==> src/rtl/eor_seq_unit_if.sv <==
// Operand/result handshake bundle for eor_seq_unit.
// master: issue side drives operands and out_ready; slave: the unit.
interface eor_seq_unit_if #(
   parameter int DATA_W = 32
);
   logic              in_valid;
   logic              in_ready;
   logic [DATA_W-1:0] in_a;
   logic [DATA_W-1:0] in_b;
   logic              out_valid;
   logic              out_ready;
   logic [DATA_W-1:0] out_result;

   modport master (
      output in_valid, in_a, in_b, out_ready,
      input  in_ready, out_valid, out_result
   );

   modport slave (
      input  in_valid, in_a, in_b, out_ready,
      output in_ready, out_valid, out_result
   );
endinterface

==> src/rtl/eor_seq_unit.sv <==
// Slice-serial 32-bit XOR unit: accepts (a,b), XORs one SLICE_W slice per
// cycle LSB first, then presents the result on a valid/ready handshake.
// Ports: clk, reset_n (sync, active-low), bus (eor_seq_unit_if.slave),
// busy; out_zero/out_neg only when EOR_SEQ_FLAGS_EN is defined.
// SLICE_W must divide DATA_W.
module eor_seq_unit #(
   parameter int DATA_W  = 32,
   parameter int SLICE_W = 8
) (
   input  logic clk,
   input  logic reset_n,
   eor_seq_unit_if.slave bus,
   output logic busy
`ifdef EOR_SEQ_FLAGS_EN
   ,
   output logic out_zero,
   output logic out_neg
`endif
);

   localparam int N  = DATA_W / SLICE_W;
   localparam int KW = (N > 1) ? $clog2(N) : 1;

   typedef enum logic [1:0] {
      IDLE = 2'd0,
      BUSY = 2'd1,
      DONE = 2'd2
   } state_t;

   state_t            state_q;
   logic [KW-1:0]     k_q;
   logic [DATA_W-1:0] a_q;
   logic [DATA_W-1:0] b_q;
   logic [DATA_W-1:0] res_q;
   logic [DATA_W-1:0] res_nxt;
   logic              last;

   // result with the current slice k filled in
   always_comb begin
      res_nxt = res_q;
      for (int i = 0; i < N; i++) begin
         if (k_q == KW'(i)) begin
            res_nxt[i*SLICE_W +: SLICE_W] =
               a_q[i*SLICE_W +: SLICE_W] ^ b_q[i*SLICE_W +: SLICE_W];
         end
      end
   end

   assign last = (k_q == KW'(N - 1));

   always_ff @(posedge clk) begin
      if (!reset_n) begin
         state_q  <= IDLE;
         k_q      <= '0;
         a_q      <= '0;
         b_q      <= '0;
         res_q    <= '0;
`ifdef EOR_SEQ_FLAGS_EN
         out_zero <= 1'b1;
         out_neg  <= 1'b0;
`endif
      end else begin
         unique case (state_q)
            IDLE: begin
               if (bus.in_valid) begin
                  a_q     <= bus.in_a;
                  b_q     <= bus.in_b;
                  res_q   <= '0;
                  k_q     <= '0;
                  state_q <= BUSY;
               end
            end
            BUSY: begin
               res_q <= res_nxt;
               // k saturates at N-1; it is cleared on the next accept
               if (last) begin
                  state_q  <= DONE;
`ifdef EOR_SEQ_FLAGS_EN
                  out_zero <= (res_nxt == '0);
                  out_neg  <= res_nxt[DATA_W-1];
`endif
               end else begin
                  k_q <= k_q + KW'(1);
               end
            end
            DONE: begin
               if (bus.out_ready) state_q <= IDLE;
            end
            default: state_q <= IDLE;
         endcase
      end
   end

   assign bus.in_ready   = (state_q == IDLE);
   assign bus.out_valid  = (state_q == DONE);
   assign bus.out_result = res_q;
   assign busy           = (state_q != IDLE);

endmodule

==> src/flat_wrapper.sv <==
// flat-port wrapper written by rule: the top's interface ports become plain ports
module eor_seq_unit_flat 
#(
   parameter int DATA_W  = 32,
   parameter int SLICE_W = 8
)
  (clk, reset_n, busy, bus_in_valid, bus_in_a, bus_in_b, bus_out_ready, bus_in_ready, bus_out_valid, bus_out_result);
  eor_seq_unit_if #(.DATA_W(DATA_W)) bus_i ();
  input  logic clk;
  input  logic reset_n;
  output logic busy;
  input wire logic [$bits(bus_i.in_valid)-1:0] bus_in_valid;
  input wire logic [$bits(bus_i.in_a)-1:0] bus_in_a;
  input wire logic [$bits(bus_i.in_b)-1:0] bus_in_b;
  input wire logic [$bits(bus_i.out_ready)-1:0] bus_out_ready;
  output wire logic [$bits(bus_i.in_ready)-1:0] bus_in_ready;
  output wire logic [$bits(bus_i.out_valid)-1:0] bus_out_valid;
  output wire logic [$bits(bus_i.out_result)-1:0] bus_out_result;
  assign bus_i.in_valid = bus_in_valid;
  assign bus_i.in_a = bus_in_a;
  assign bus_i.in_b = bus_in_b;
  assign bus_i.out_ready = bus_out_ready;
  assign bus_in_ready = bus_i.in_ready;
  assign bus_out_valid = bus_i.out_valid;
  assign bus_out_result = bus_i.out_result;
  eor_seq_unit #(.DATA_W(DATA_W), .SLICE_W(SLICE_W)) u_core (.clk(clk), .reset_n(reset_n), .bus(bus_i), .busy(busy));
endmodule
==> config.mk <==
export PLATFORM = sky130hd
export DESIGN_NAME = eor_seq_unit_flat
export DESIGN_NICKNAME = d
export VERILOG_FILES = /design/src/rtl/eor_seq_unit_if.sv /design/src/rtl/eor_seq_unit.sv /design/src/flat_wrapper.sv
export SDC_FILE = /design/constraint.sdc
export NUM_CORES = 1
export LEC_CHECK = 0
export CAP_MARGIN = 0
export CORE_AREA = 2 2 96 98
export CTS_BUF_LIST = sky130_fd_sc_hd__clkbuf_8 sky130_fd_sc_hd__clkbuf_16
export DETAILED_ROUTE_END_ITERATION = 10
export DIE_AREA = 0 0 98 100
export PLACE_DENSITY_LB_ADDON = 0.05
export SETUP_SLACK_MARGIN = 0.02
export SLEW_MARGIN = 20
export SYNTH_ARGS = -nofsm -noshare
export SYNTH_HDL_FRONTEND = slang
export SYNTH_SLANG_ARGS = --single-unit
==> constraint.sdc <==
create_clock -name clk -period 2.1 [get_ports clk]
set_clock_uncertainty 0.05 [all_clocks]
set_input_delay 0.42 -clock clk [delete_from_list [all_inputs] [get_ports clk]]
set_output_delay 0.42 -clock clk [all_outputs]
set_load 0.01 [all_outputs]
==> flow_results.org <==
** Clock tree
- Clock-pin slew was measured on the worst setup and hold paths at 0.10 ns.
- Number of buffers added by the clock tree synthesis step :: 9
- CTS tree :: done
- CTS built an H-tree with a depth of 3.
- The clock passes through at most 2 buffers.
- Count of clock tree sinks :: 100
- Clock root cell :: clkbuf_8
- Worst-Skew Late Latency :: 0.36 ns

** Logic synthesis
- Adder-cell share of the synthesized area :: 1.161%
- Commonest register cell after synthesis :: dfxtp_1
- In this run the cell area of the synthesized design comes to 4309 um^2.
- YS warnings :: 0
- After Yosys synthesis, and, or, nand and nor cells account for 19.37% of the synthesized area.
- The synthesized design contains 100 register bits.
- Area share of the largest cell type after synthesis :: 46.46%
- Post-synth EDFFs :: 0
- Of all flip-flops after synthesis, the portion carrying an async set or reset was 0%.
- The portion of synthesized area spent on multiplexers is 7.433%.
- Dominant combinational cell family by area after synthesis :: simple AND/OR/NAND/NOR gates
- dfxtp_1 takes more of the synthesized area than any other cell.
- Sorting the synthesized cells by area gives the leading types as dfxtp_1 46%, nand2_1 17%, a21boi_1 10%.
- By instance count, the leading cell after synthesis is nand2_1.
- Netlist cell types :: 26
- Counting instances in the post-synthesis netlist gives the leading cell types as 200 x nand2_1, 100 x dfxtp_1, 60 x a21boi_1.
- Gate Count Post-Synth :: 486
- Fraction of synthesized cell area in xor and xnor cells :: 6.504%
- Averaged over all synthesized cells, the footprint is 8.867 um^2.
- Synthesis produced a netlist with a net count of 558.
- Complex-gate fraction of the synthesized area :: 13.15%
- Part of the Yosys area used for sequential elements :: 46.46%

** Drt
- After the first detailed-routing iteration, the DRC count stood at 107.
- Total number of vias :: 3346
- Dividing the detail-routed wire length by the instance count gives 12.80 um.
- In the routed design, unresolved DRC markers number 0.
- The final layout contains routed wiring with a total length of 8912 um.
- Post-DRT Antenna Nets :: 0
- Length of the first detailed-routing pass in iterations :: 4
- Dividing the detail-routed via count by the number of cells gives 4.807.

** Pwr
- Clk pwr share :: 31.6%
- P_int :: 2.847 mW
- Share of power burned in combinational logic :: 14.8%
- Sequential fraction of design power :: 53.6%
- IR drop worst, VDD :: 0.0003680 V
- For this design the static power due to leakage is 2.293 nW.
- Net switching component of the power :: 961.1 uW
- Of the total power, the share spent switching nets is 25.23%.
- P per Cell Area :: 679.1 nW/um^2

** Finish
- Final-stage net count :: 653
- Layout Cells excl Fill :: 696
- Finished layout cell area :: 5608 um^2
- Number of inserted filler cells in the final layout :: 766
- The number of antenna diodes in the final layout is 0.
- Ratio of cells with drive above 1 in the final layout :: 6.838%
- Area added between synthesis and finish :: 30.14%

** Critical path
- R2R setup slack :: 0.45 ns
- The critical path is of the register to output pin type.
- End of the worst register-to-register path :: u_core.a_q[20]
- The critical path starts at u_core.state_q[1].
- Following the worst setup path forward leads to its endpoint at busy.
- For the worst setup path, the data arrival time is 1.49 ns.
- Critical path required time :: 1.63 ns
- Counting cells, the worst reg-to-reg path comes to 5.
- The worst setup path is launched from a register.
- The startpoint identified for the worst register-to-register timing path is u_core.state_q[1].
- Sort of element at the end of the critical path :: output pin
- Highest fanout seen on the critical path :: 5

** Global routing
- M3 GR Usage :: 4.248%
- Maximum number of pins on one net before global-route repair :: 88
- Summed over all layers, the global routing overflow is 0.
- The number of global-route vias before repair came to 3332.
- For this run, global-route usage on met1 was measured as 23.39%.
- Global routing consumed, on the met2 layer, 33.14% of the routing resources.
- Initial antenna violation count :: 0
- The first global-routing pass estimated 15110 um of wire.
- Global routing used 19.02% of the available tracks across all layers.
- Busiest grt layer :: met2

** Die
- Placeable core region :: 8890 um^2
- Die area :: 9800 um^2
- Top-level I/O count :: 103
- Vertical die dimension :: 100 um
- Once the floorplan was initialized, standard cells occupied 48.47% of the core.
- The floorplan has 35 rows.
- Horiz. Die Dim :: 98 um

** Timing
- Based on the critical path, the design can be clocked at up to 509.3 MHz.
- Hold slack final :: 0.4070 ns
- Summed negative setup slack over all endpoints :: 0 ns
- Final-report setup violation count :: 0
- Max transition margin :: 73.25%
- The hold violation total from the final report came to 0.
- Final Max Tran Viols :: 0
- Setup repair after global routing left no endpoint under its margin.
- The worst path uses 93.49% of the clock period.
- At the pin with the least slew margin, the transition time is 0.4012 ns.
- Min Clock Period, post-route :: 1.963 ns

** Place
- The HPWL after detailed placement is 5937 um.
- Placer's final routability congestion estimate :: 0.7320
- During placement, the flow inserted port buffers numbering 102.
- Placed Instance Area :: 5403 um^2
- After detailed placement, the design holds a cell count of 680.

** Min path
- Min-delay worst type :: register to register

** Run
- Max-cap violations :: 0

** Run status
- The flow ran to the end, and the final reports show no timing, DRC or antenna violations.
## routing by layer
layer	wire length, um	vias to the layer above	part of all wire [%]
met5	0	-	0
met4	129	0	1.4
li1	-	1735	-
met1	4085	1533	46
met2	4249	69	48
met3	448	9	5.0
## power groups by stage
| stage | clock network, mW | registers [mW] | logic, mW |
|---|---|---|---|
| finish | 1.20 | 2.04 | 0.565 |
| floorplan | 0 | 2.08 | 0.330 |
| CTS | 1.24 | 2.04 | 0.574 |
| global placement | 0 | 2.08 | 0.558 |
| detailed placement | 0 | 2.09 | 0.566 |
| global route | 1.31 | 2.05 | 0.626 |
## critical path, cell delays in order, from the launching register on
cell	delay, ns
dfxtp_1	0.35
or2_2	0.31
clkdlybuf4s50_1	0.48
## worst min-delay path by stage
stage,startpoint,endpoint,slack (ns),cells past startpoint
floorplan,u_core.a_q[16],u_core.a_q[16],0.40,2
global placement,u_core.bus.out_result[14],u_core.bus.out_result[14],0.39,2
detailed placement,u_core.bus.out_result[17],u_core.bus.out_result[17],0.40,2
CTS,reset_n,u_core.a_q[31],0.40,2
global route,reset_n,u_core.b_q[20],0.43,2
finish,u_core.bus.out_result[28],u_core.bus.out_result[28],0.41,2
## cell usage in the layout (no fill, tap or decap), types with 2 or more instances in the layout
master / Yosys / layout
a21boi_0: 4 / 4
a21boi_1: 60 / 60
a21oi_4: 4 / 4
buf_12: 0 / 6
buf_4: 5 / 8
clkbuf_8: 0 / 9
clkdlybuf4s50_1: 0 / 100
dfxtp_1: 100 / 99
ha_1: 4 / 4
inv_1: 4 / 5
inv_6: 0 / 2
mux2i_1: 32 / 32
nand2_1: 200 / 200
o22ai_1: 2 / 2
or3b_2: 1 / 2
xor2_1: 32 / 32
## registers in the layout, indices dropped and copies added, names as in the netlist
name                   cells
u_core.b_q                32
u_core.k_q                 2
u_core.bus.out_result     32
u_core.state_q             2
u_core.a_q                32
## metrics by stage
stage                     worst slack, ns  total power [mW]  utilization [%]
after floorplan                    0.7491             2.412                -
after global placement            0.08039             2.642            60.77
after detailed placement          0.06762             2.655            60.77
after CTS                         0.02518             3.860            63.03
after global routing              0.07450             3.991            63.08
final                              0.1366             3.809            63.08
## final cells by class
class | instances | area (um^2) | area share (%)
flip-flops and latches | 100 | 2006 | 35.77
repair buffers | 116 | 1199 | 21.37
inverters | 4 | 15.01 | 0.2677
well taps | 111 | 138.9 | 2.477
clock buffers | 9 | 123.9 | 2.209
multi-input cells | 350 | 2061 | 36.75
clock inverters | 6 | 65.06 | 1.160
## repair_timing
action / in CTS / in global routing
pin swaps: 0 / 0
gates resized for setup: 2 / 2
endpoints found under the setup margin: 2 / 2
hold buffers: 0 / 0
gates cloned: 0 / 0
buffers inserted: 1 / 0
## logic make-up after synthesis
group                      count (synthesis)
and+or+nand+nor                          211
DFF                                      100
AOI/OAI and AO/OA                         71
buffers and inverters                     36
xor gates and xnor gates                  32
muxes                                     32
adders and majority gates                  4
Note: power is estimated with default switching activity, not from simulation.
